$ cat src/rtl/draw_sched_pkg.sv
// Shared types and constants for the draw scheduler: the sequencer state
// enum, the default client count and the watchdog counter width.
package draw_sched_pkg;

    typedef enum logic [2:0] {
        ST_IDLE,
        ST_SCAN,
        ST_LAUNCH,
        ST_WAIT_DONE,
        ST_GAP,
        ST_FRAME_DONE
    } state_t;

    localparam int DEFAULT_N_CLIENTS = 4;
    localparam int WDOG_W            = 16;

endpackage

$ cat src/rtl/draw_sched_pick.sv
// Lowest-set-bit priority encoder: turns the pending-client mask into the
// index of the next client to launch, plus a flag saying any bit was set.
module draw_sched_pick
    import draw_sched_pkg::*;
#(
    parameter int N     = DEFAULT_N_CLIENTS,
    parameter int IDX_W = $clog2(N)
) (
    input  logic [N-1:0]     pending,
    output logic [IDX_W-1:0] idx,
    output logic             valid
);

    // Scan from the top down so the lowest set bit is the last one written
    always_comb begin
        idx   = '0;
        valid = |pending;
        for (int i = N - 1; i >= 0; i--) begin
            if (pending[i]) begin
                idx = IDX_W'(i);
            end
        end
    end

endmodule

$ cat src/rtl/draw_scheduler.sv
// Frame-level sequencer for the shared tile-ROM / VGA write buses. Launches
// requesting drawer clients one at a time in ascending index order, keeps a
// one-hot grant, and inserts a one-cycle turnaround between owners.
// Optional build macro: DRAW_SCHEDULER_WATCHDOG_EN adds a 16-bit watchdog
// that abandons a client that never signals done.
module draw_scheduler
    import draw_sched_pkg::*;
#(
    parameter int N_CLIENTS      = DEFAULT_N_CLIENTS,
    parameter int TIMEOUT_CYCLES = 65535
) (
    input  logic                         clk,
    input  logic                         reset,
    input  logic                         frame_start,
    input  logic [N_CLIENTS-1:0]         client_req,
    input  logic [N_CLIENTS-1:0]         client_active,
    input  logic [N_CLIENTS-1:0]         client_done,
    output logic [N_CLIENTS-1:0]         client_draw,
    output logic [N_CLIENTS-1:0]         grant,
    output logic [$clog2(N_CLIENTS)-1:0] cur_client,
    output logic                         busy,
    output logic                         frame_done,
    output logic                         frame_overrun,
    output logic                         contention_err,
    output logic                         timeout_err
);

    localparam int IDX_W = $clog2(N_CLIENTS);

    state_t               state_q, state_d;
    logic [N_CLIENTS-1:0] pending_q, pending_d;
    logic [IDX_W-1:0]     sel_q, sel_d;
    logic                 frame_overrun_q, frame_overrun_d;
    logic                 contention_err_q, contention_err_d;
    logic [IDX_W-1:0]     pick_idx;
    logic                 pick_vld;
    logic [N_CLIENTS-1:0] sel_onehot;

`ifdef DRAW_SCHEDULER_WATCHDOG_EN
    localparam logic [WDOG_W-1:0] WDOG_LAST = WDOG_W'(TIMEOUT_CYCLES - 1);
    logic [WDOG_W-1:0] wdog_q, wdog_d;
    logic              timeout_err_q, timeout_err_d;
`endif

    draw_sched_pick #(
        .N     (N_CLIENTS),
        .IDX_W (IDX_W)
    ) u_pick (
        .pending (pending_q),
        .idx     (pick_idx),
        .valid   (pick_vld)
    );

    // Next-state logic: pass sequencing, error flags and watchdog
    always_comb begin
        state_d          = state_q;
        pending_d        = pending_q;
        sel_d            = sel_q;
        frame_overrun_d  = frame_start && (state_q != ST_IDLE);
        // x & (x-1) is non-zero exactly when two or more bits are set
        contention_err_d = contention_err_q |
                           ((client_active & (client_active - N_CLIENTS'(1))) != '0);
`ifdef DRAW_SCHEDULER_WATCHDOG_EN
        wdog_d           = wdog_q;
        timeout_err_d    = timeout_err_q;
`endif
        case (state_q)
            ST_IDLE: begin
                if (frame_start) begin
                    pending_d = client_req;
                    state_d   = ST_SCAN;
                end
            end
            ST_SCAN: begin
                if (!pick_vld) begin
                    state_d = ST_FRAME_DONE;
                end else begin
                    sel_d   = pick_idx;
                    state_d = ST_LAUNCH;
                end
            end
            ST_LAUNCH: begin
`ifdef DRAW_SCHEDULER_WATCHDOG_EN
                wdog_d  = '0;
`endif
                state_d = ST_WAIT_DONE;
            end
            ST_WAIT_DONE: begin
                if (client_done[sel_q]) begin
                    state_d = ST_GAP;
                end
`ifdef DRAW_SCHEDULER_WATCHDOG_EN
                else if (wdog_q == WDOG_LAST) begin
                    timeout_err_d = 1'b1;
                    state_d       = ST_GAP;
                end else begin
                    wdog_d = wdog_q + WDOG_W'(1);
                end
`endif
            end
            ST_GAP: begin
                pending_d[sel_q] = 1'b0;
                state_d          = ST_SCAN;
            end
            ST_FRAME_DONE: begin
                state_d = ST_IDLE;
            end
            default: begin
                state_d = ST_IDLE;
            end
        endcase
    end

    // State and flag registers with synchronous reset
    always_ff @(posedge clk) begin
        if (reset) begin
            state_q          <= ST_IDLE;
            pending_q        <= '0;
            sel_q            <= '0;
            frame_overrun_q  <= 1'b0;
            contention_err_q <= 1'b0;
`ifdef DRAW_SCHEDULER_WATCHDOG_EN
            wdog_q           <= '0;
            timeout_err_q    <= 1'b0;
`endif
        end else begin
            state_q          <= state_d;
            pending_q        <= pending_d;
            sel_q            <= sel_d;
            frame_overrun_q  <= frame_overrun_d;
            contention_err_q <= contention_err_d;
`ifdef DRAW_SCHEDULER_WATCHDOG_EN
            wdog_q           <= wdog_d;
            timeout_err_q    <= timeout_err_d;
`endif
        end
    end

    // Outputs decoded from registered state only
    always_comb begin
        sel_onehot     = N_CLIENTS'(1) << sel_q;
        client_draw    = (state_q == ST_LAUNCH) ? sel_onehot : '0;
        grant          = ((state_q == ST_LAUNCH) || (state_q == ST_WAIT_DONE)) ? sel_onehot : '0;
        cur_client     = sel_q;
        busy           = (state_q != ST_IDLE);
        frame_done     = (state_q == ST_FRAME_DONE);
        frame_overrun  = frame_overrun_q;
        contention_err = contention_err_q;
`ifdef DRAW_SCHEDULER_WATCHDOG_EN
        timeout_err    = timeout_err_q;
`else
        timeout_err    = 1'b0;
`endif
    end

endmodule

$ cat config.mk
export PLATFORM = sky130hd
export DESIGN_NAME = draw_scheduler
export DESIGN_NICKNAME = d
export VERILOG_FILES = /design/src/rtl/draw_sched_pkg.sv /design/src/rtl/draw_sched_pick.sv /design/src/rtl/draw_scheduler.sv
export SDC_FILE = /design/constraint.sdc
export NUM_CORES = 1
export LEC_CHECK = 0
export ABC_CLOCK_PERIOD_IN_PS = 4000
export CORE_UTILIZATION = 43
export CTS_CLUSTER_SIZE = 25
export DETAILED_ROUTE_END_ITERATION = 10
export HOLD_SLACK_MARGIN = 0.15
export PLACE_DENSITY = 0.81
export SKIP_LAST_GASP = 1
export SYNTH_ARGS = -nofsm -noshare
export SYNTH_HDL_FRONTEND = slang
export SYNTH_SLANG_ARGS = --single-unit
$ cat constraint.sdc
create_clock -name clk -period 4 [get_ports clk]
set_clock_uncertainty 0.1 [all_clocks]
set_input_delay 0.8 -clock clk [delete_from_list [all_inputs] [get_ports clk]]
set_output_delay 0.8 -clock clk [all_outputs]
set_load 0.02 [all_outputs]
==> impl_metrics.env, run 1 <==
export IMPL_clk_pin_slew_worst_paths_ns=0.07
export IMPL_irDropWorstVdd_uv=263
export IMPL_diodes=0
export IMPL_post_cts_buffers=0
export IMPL_drc=0
export IMPL_r2r_slack_ns=2.35
export IMPL_power_density_nw_per_um2=429
export IMPL_cts_root_buf="clkbuf_4"
export IMPL_power_leakage_uw=0.000336
export IMPL_cts_buffer_depth=2
export IMPL_cts_max_level=1
export IMPL_drv_cap=0
export IMPL_syn_nets=95
export IMPL_cts_tree="done"
export IMPL_coreArea_sq_um=1380
export IMPL_num_vias=676
export IMPL_synth_seq_area_share=0.327
export IMPL_dp_hpwl_mm=1.19
export IMPL_period_minus_slack_ns=2.74
export IMPL_syn_to_final_growth_pct=41.8
export IMPL_rows=13
export IMPL_hold_depth=2
export IMPL_fin_nets=121
export IMPL_cpMaxStageDelayCell="clkdlybuf4s50_1"
export IMPL_synth_distinct_cells=33
export IMPL_avgSynthCellArea_sq_um=8.41
export IMPL_slew_viol_final=0
export IMPL_die_h_um=41.6
export IMPL_stdcell_area_sq_um=955
export IMPL_fin_setup_tns_ns=0
export IMPL_io_buffers=28
export IMPL_crit_chain="or2b_1 > nor2_1 > clkdlybuf4s50_1"
export IMPL_min_period_over_period=0.685
export IMPL_gp_congestion=0.810
export IMPL_nFillCells=122
export IMPL_grt_pass1_wl_mm=2.48
export IMPL_antenna_found_initial=0
export IMPL_drive_above_1_share=0.0857
export IMPL_initialDrtViolationCount=12
export IMPL_routed_wl_mm=1.51
export IMPL_setup_viol=0
export IMPL_netlist_area_sq_um=673
export IMPL_vias_per_cell=5.63
export IMPL_rsz0062_at_grt="false"
export IMPL_multi_input_area_sq_um=398
export IMPL_die_w_um=41.6
export IMPL_clkLatencyLatePin_ns=0.27
export IMPL_numClockSinks=11
export IMPL_grt_start_max_net_pins=13
export IMPL_hold_end="cur_client[0]"
export IMPL_critPathRequiredTime_ns=3.10
export IMPL_syn_inst=80
export IMPL_report_final_hold_viol_count=0
export IMPL_timing_rr_end="state_q[0]"
export IMPL_synth_top_area_frac=0.327
export IMPL_cts_resized=0
export IMPL_critical_path_class="reg -> out"
export IMPL_reg2reg_depth=3
export IMPL_crit_fanout=10
export IMPL_critPathMaxStageDelay_ns=0.63
export IMPL_ioPinCount=30
export IMPL_grt_pass1_vias=598
export IMPL_critPathLaunchType="register"
export IMPL_status="finished, final reports clean"
export IMPL_dieArea_sq_um=1730
export IMPL_hp_class="reg -> reg"
export IMPL_synth_top_area_cell="dfxtp_1"
export IMPL_timing_rr_start="cur_client[0]"
export IMPL_yosys_warnings=0
export IMPL_grt_usage=0.185
export IMPL_overflow=0
export IMPL_dr_pass1_iters=4
export IMPL_worstSetupEndpointType="output pin"
export IMPL_synth_area_leaders="dfxtp_1 33%, nand2b_1 7.4%, nor3_1 4.5%, a311oi_2 4.5%, nor2_1 4.5%"
export IMPL_hp_start="pending_q[1]"
export IMPL_cts_buffers=3
export IMPL_ant_nets=0
export IMPL_arrival_ns=1.84
export IMPL_initial_core_util=0.487
export IMPL_ff_latch_area_sq_um=220
export IMPL_cts_hold_buf=0
export IMPL_placed_cell_area_sq_um=928
export IMPL_max_freq_mhz=365
export IMPL_wl_per_cell_um=12.6
export IMPL_ys_ff_latch=11
## how the worst max path moves through the flow
stage / start / to / slack [ns] / cells past startpoint
final: cur_client[0] / client_draw[1] / 1.26 / 3
after global routing: cur_client[0] / client_draw[1] / 1.16 / 3
after CTS: cur_client[0] / client_draw[1] / 1.26 / 3
after detailed placement: cur_client[0] / client_draw[1] / 1.57 / 3
after global placement: state_q[1] / client_draw[0] / 1.60 / 3
after floorplan: cur_client[0] / client_draw[1] / 1.95 / 3
## report_power, final
| group | leakage (uW) | switching, uW | internal [uW] |
|---|---|---|---|
| Clock | 0.0000150 | 37.7 | 38.7 |
| Sequential | 0.0000903 | 33.9 | 129 |
| Combinational | 0.000231 | 82.0 | 88.1 |
## state kept, by name (all words and copies together), names as in the netlist
register / cells
contention_err: 1
cur_client: 2
pending_q: 4
frame_overrun: 1
state_q: 3
## cells in the mapped netlist
| cell type | instances |
|---|---|
| dfxtp_1 | 11 |
| nand2b_1 | 8 |
| nor2_1 | 8 |
| nand2_1 | 6 |
| nor3_1 | 6 |
| o21ai_0 | 4 |
| inv_1 | 3 |
| o22ai_1 | 3 |
| a21oi_1 | 2 |
| a311oi_2 | 2 |
| buf_2 | 2 |
| buf_4 | 2 |
| clkbuf_1 | 2 |
| or4_1 | 2 |
| a211oi_1 | 1 |
| a21boi_0 | 1 |
| and3_1 | 1 |
| and3b_1 | 1 |
| buf_6 | 1 |
| conb_1 | 1 |
| maj3_1 | 1 |
| mux2i_1 | 1 |
| mux4_2 | 1 |
| nand2b_4 | 1 |
| nor3b_2 | 1 |
| nor4_1 | 1 |
| o2bb2ai_1 | 1 |
| o311ai_1 | 1 |
| o32ai_1 | 1 |
| or2_1 | 1 |
| or2b_1 | 1 |
| or3b_1 | 1 |
| or4b_4 | 1 |
## stage by stage
step,util,power [uW],std cells,hold WS [ns],setup slack [ns]
3_5_place_dp,0.671,334,116,0.413,1.57
3_3_place_gp,0.671,331,116,0.402,1.60
5_1_grt,0.690,433,120,0.441,1.16
2_1_floorplan,-,279,80,0.367,1.95
4_1_cts,0.690,412,120,0.423,1.26
6_report,0.690,409,120,0.422,1.26
## area by class of cell
class                           instances  share of cell area
Multi-Input combinational cell         59               0.417
Timing Repair Buffer                   28               0.294
Sequential cell                        11               0.231
Clock buffer                            4              0.0275
Tap cell                               15              0.0197
Inverter                                3              0.0118
## routing by layer
layer / vias to the layer above / GRT usage / share of wire
met1: 317 / 0.202 / 0.45
met3: 5 / 0.0783 / 0.048
met2: 21 / 0.306 / 0.49
li1: 333 / - / -
met4: 0 / 0.0903 / 0.015
met5: - / 0 / 0
## critical path: cells and delay by family, from the launching register on
family / cells / cell delay [ns]
AND/OR/NAND/NOR: 2 / 0.43
flip-flops: 1 / 0.51
buffers and inverters: 1 / 0.63
## cells by family (layout without fill, tap and decap cells)
kind of cell,count (synthesis),count (layout),share of synthesized area
mux,2,2,0.0483
simple gates,39,39,0.344
flops,11,11,0.327
compound gates,16,16,0.178
fa+ha+maj,1,1,0.0149
other cells,1,1,0.00557
buf+inv,10,35,0.0818
## cells in the final DEF, fill, tap and decap left out, drive strengths merged
cell type | Yosys | layout
and3 | 1 | 1
nor4 | 1 | 1
o311ai | 1 | 1
clkbuf | 2 | 4
or3b | 1 | 1
maj3 | 1 | 1
a211oi | 1 | 1
mux4 | 1 | 1
nor3 | 6 | 6
nor3b | 1 | 1
or2b | 1 | 1
conb | 1 | 1
a21boi | 1 | 1
mux2i | 1 | 1
a311oi | 2 | 2
a21oi | 2 | 2
o21ai | 4 | 4
nand2b | 9 | 9
or2 | 1 | 1
o32ai | 1 | 1
dfxtp | 11 | 11
nand2 | 6 | 6
or4 | 2 | 2
clkdlybuf4s50 | 0 | 28
and3b | 1 | 1
o22ai | 3 | 3
inv | 3 | 3
or4b | 1 | 1
o2bb2ai | 1 | 1
nor2 | 8 | 8
(Power assumes the default switching activity.)
==> run 2: changes to the inputs <==
--- a/config.mk
+++ b/config.mk
@@ -5,12 +5,12 @@
 export SDC_FILE = /design/constraint.sdc
 export NUM_CORES = 1
 export LEC_CHECK = 0
-export ABC_CLOCK_PERIOD_IN_PS = 4000
-export CORE_UTILIZATION = 43
+export ABC_CLOCK_PERIOD_IN_PS = 2400
+export CORE_UTILIZATION = 36
 export CTS_CLUSTER_SIZE = 25
 export DETAILED_ROUTE_END_ITERATION = 10
 export HOLD_SLACK_MARGIN = 0.15
-export PLACE_DENSITY = 0.81
+export PLACE_DENSITY = 0.72
 export SKIP_LAST_GASP = 1
 export SYNTH_ARGS = -nofsm -noshare
 export SYNTH_HDL_FRONTEND = slang
==> constraint.sdc (replaced) <==
create_clock -name clk -period 2.4 [get_ports clk]
set_clock_uncertainty 0.1 [all_clocks]
set_input_delay 0.48 -clock clk [delete_from_list [all_inputs] [get_ports clk]]
set_output_delay 0.48 -clock clk [all_outputs]
set_load 0.02 [all_outputs]
==> run 2 against run 1 <==
Die area increased by 18%. Critical path depth increased by 1. Core utilization decreased by 13 points. Clock-buffer cell count unchanged. Cell count increased by 9.2%. Combinational power increased by 78%. Sequential share of layout area decreased by 0.45 points. Register-to-register slack got worse by 1.5 ns. Largest cell class unchanged. Highest routed layer unchanged.
==> impl_metrics.env, run 2 (same netlist as run 1, synthesis figures left out) <==
export IMPL_status="finished, final reports clean"
export IMPL_critPathRequiredTime_ns=1.82
export IMPL_swShare=0.371
export IMPL_clkLatencyLatePin_ns=0.26
export IMPL_grt_pass1_vias=619
export IMPL_cts_buffers=3
export IMPL_wl_per_cell_um=11.7
export IMPL_arrival_ns=1.71
export IMPL_power_density_nw_per_um2=698
export IMPL_post_cts_buffers=0
export IMPL_worstSetupEndpointType="output pin"
export IMPL_use_met1=0.193
export IMPL_numClockSinks=11
export IMPL_antenna_found_initial=0
export IMPL_power_leakage_uw=0.000398
export IMPL_worst_slack_ns=0.109
export IMPL_p_seq_frac=0.383
export IMPL_ant_nets=0
export IMPL_irDropWorstVdd_uv=362
export IMPL_ioPinCount=30
export IMPL_slew_viol_final=0
export IMPL_report_final_hold_viol_count=0
export IMPL_fin_nets=122
export IMPL_vias_per_cell=5.11
export IMPL_fin_setup_tns_ns=0
export IMPL_gp_congestion=0.838
export IMPL_use_met3=0.0400
export IMPL_use_met2=0.275
export IMPL_dp_hpwl_mm=1.20
export IMPL_period_minus_slack_ns=2.29
export IMPL_diodes=0
export IMPL_setup_viol=0
export IMPL_p_int_uw=433
export IMPL_dr_pass1_iters=4
export IMPL_cts_buffer_depth=2
export IMPL_crit_family="buffers and inverters"
export IMPL_cpMaxStageDelayCell="clkdlybuf4s50_1"
export IMPL_min_period_over_period=0.955
export IMPL_p_clk_frac=0.178
export IMPL_cts_root_buf="clkbuf_4"
export IMPL_timing_critical_path_buf_inv=1
export IMPL_final_cell_mix="25 x clkdlybuf4s50_1, 9 x dfxtp_1, 8 x nand2b_1, 8 x nor2_1"
export IMPL_top_usage_layer="met2"
export IMPL_hp_class="reg -> reg"
export IMPL_drc=0
export IMPL_critical_path_class="reg -> out"
export IMPL_combPwrFrac=0.439
export IMPL_coreArea_sq_um=1750
export IMPL_grt_pass1_wl_mm=2.46
export IMPL_die_w_um=45.2
export IMPL_crit_fanout=10
export IMPL_clk_pin_slew_worst_paths_ns=0.07
export IMPL_drive_above_1_share=0.113
export IMPL_max_freq_mhz=436
export IMPL_syn_to_final_growth_pct=46.3
export IMPL_crit_chain="nor2_1 > nand2_1 > nor2_1 > clkdlybuf4s50_1"
export IMPL_cp_common_cell="nor2_1"
export IMPL_io_buffers=28
export IMPL_drv_cap=0
export IMPL_rows=15
export IMPL_die_h_um=45.2
export IMPL_cts_tree="done"
export IMPL_grt_usage=0.169
export IMPL_cts_hold_buf=0
export IMPL_p_sw_uw=255
export IMPL_initial_core_util=0.386
export IMPL_rsz0062_at_grt="false"
export IMPL_final_common_cell="clkdlybuf4s50_1"
export IMPL_largest_reg_flops=4
export IMPL_dieArea_sq_um=2050
export IMPL_critPathMaxStageDelay_ns=0.60
export IMPL_grt_start_max_net_pins=13
export IMPL_largest_register="pending_q"
export IMPL_num_vias=670
export IMPL_initialDrtViolationCount=13
export IMPL_critPathLaunchType="register"
export IMPL_nFillCells=180
export IMPL_routed_wl_mm=1.54
export IMPL_whs_ns=0.408
export IMPL_overflow=0
export IMPL_pre_cts_ws_ns=0.251
export IMPL_cts_max_level=1
export IMPL_place_inst=127
export IMPL_final_cells=131
run 2: changes by cell type in the layout (fill, tap and decap cells not counted):
cell	previous run	this run
dfxtp_2	0	2
dfxtp_1	11	9
dlymetal6s2s_1	0	3
clkdlybuf4s50_1	28	25
buf_4	0	1
run 2: stage by stage:
step	total power, uW	instance area (sq um)	utilization
2_1_floorplan	464	673	-
3_3_place_gp	562	948	0.543
3_5_place_dp	567	948	0.543
4_1_cts	697	977	0.560
5_1_grt	740	985	0.564
6_report	687	985	0.564
run 2: area by class of cell:
type,instances,area (sq um),area share
clock buffers,4,26.3,0.0267
inverters,3,11.3,0.0114
multi-input cells,59,398,0.404
flip-flops and latches,11,223,0.226
well taps,25,31.3,0.0318
repair buffers,29,295,0.300
run 2: worst paths after layout:
| check | from | to | slack (ns) | depth (start not counted) |
|---|---|---|---|---|
| hold / removal | pending_q[1] | cur_client[0] | 0.41 | 2 |
| hold reg to reg | pending_q[1] | cur_client[0] | 0.41 | 2 |
| setup reg to reg | cur_client[0] | state_q[0] | 0.84 | 3 |
| setup / recovery | state_q[2] | client_draw[3] | 0.11 | 4 |
run 2: what timing repair did:
item                       CTS  global route
pin swaps                    0             0
setup endpoints to repair    3             3
gates resized for setup      2             3
run 2: layer usage:
metal / up-vias / part of all wire
met3: 4 / 0.032
met1: 312 / 0.42
met4: 0 / 0.023
met2: 18 / 0.52
li1: 336 / -
met5: - / 0
run 2: power by group through the flow:
stage | sequential (uW) | combinational [uW] | clock, uW
2_1_floorplan | 242 | 222 | 0
3_3_place_gp | 263 | 298 | 0
3_5_place_dp | 265 | 303 | 0
4_1_cts | 263 | 305 | 129
5_1_grt | 269 | 329 | 142
6_report | 263 | 302 | 122
run 2: worst min-delay path, cell delays in order, from the launching register on:
cell,delay (ns)
dfxtp_1,0.33
inv_1,0.07
a211oi_1,0.06
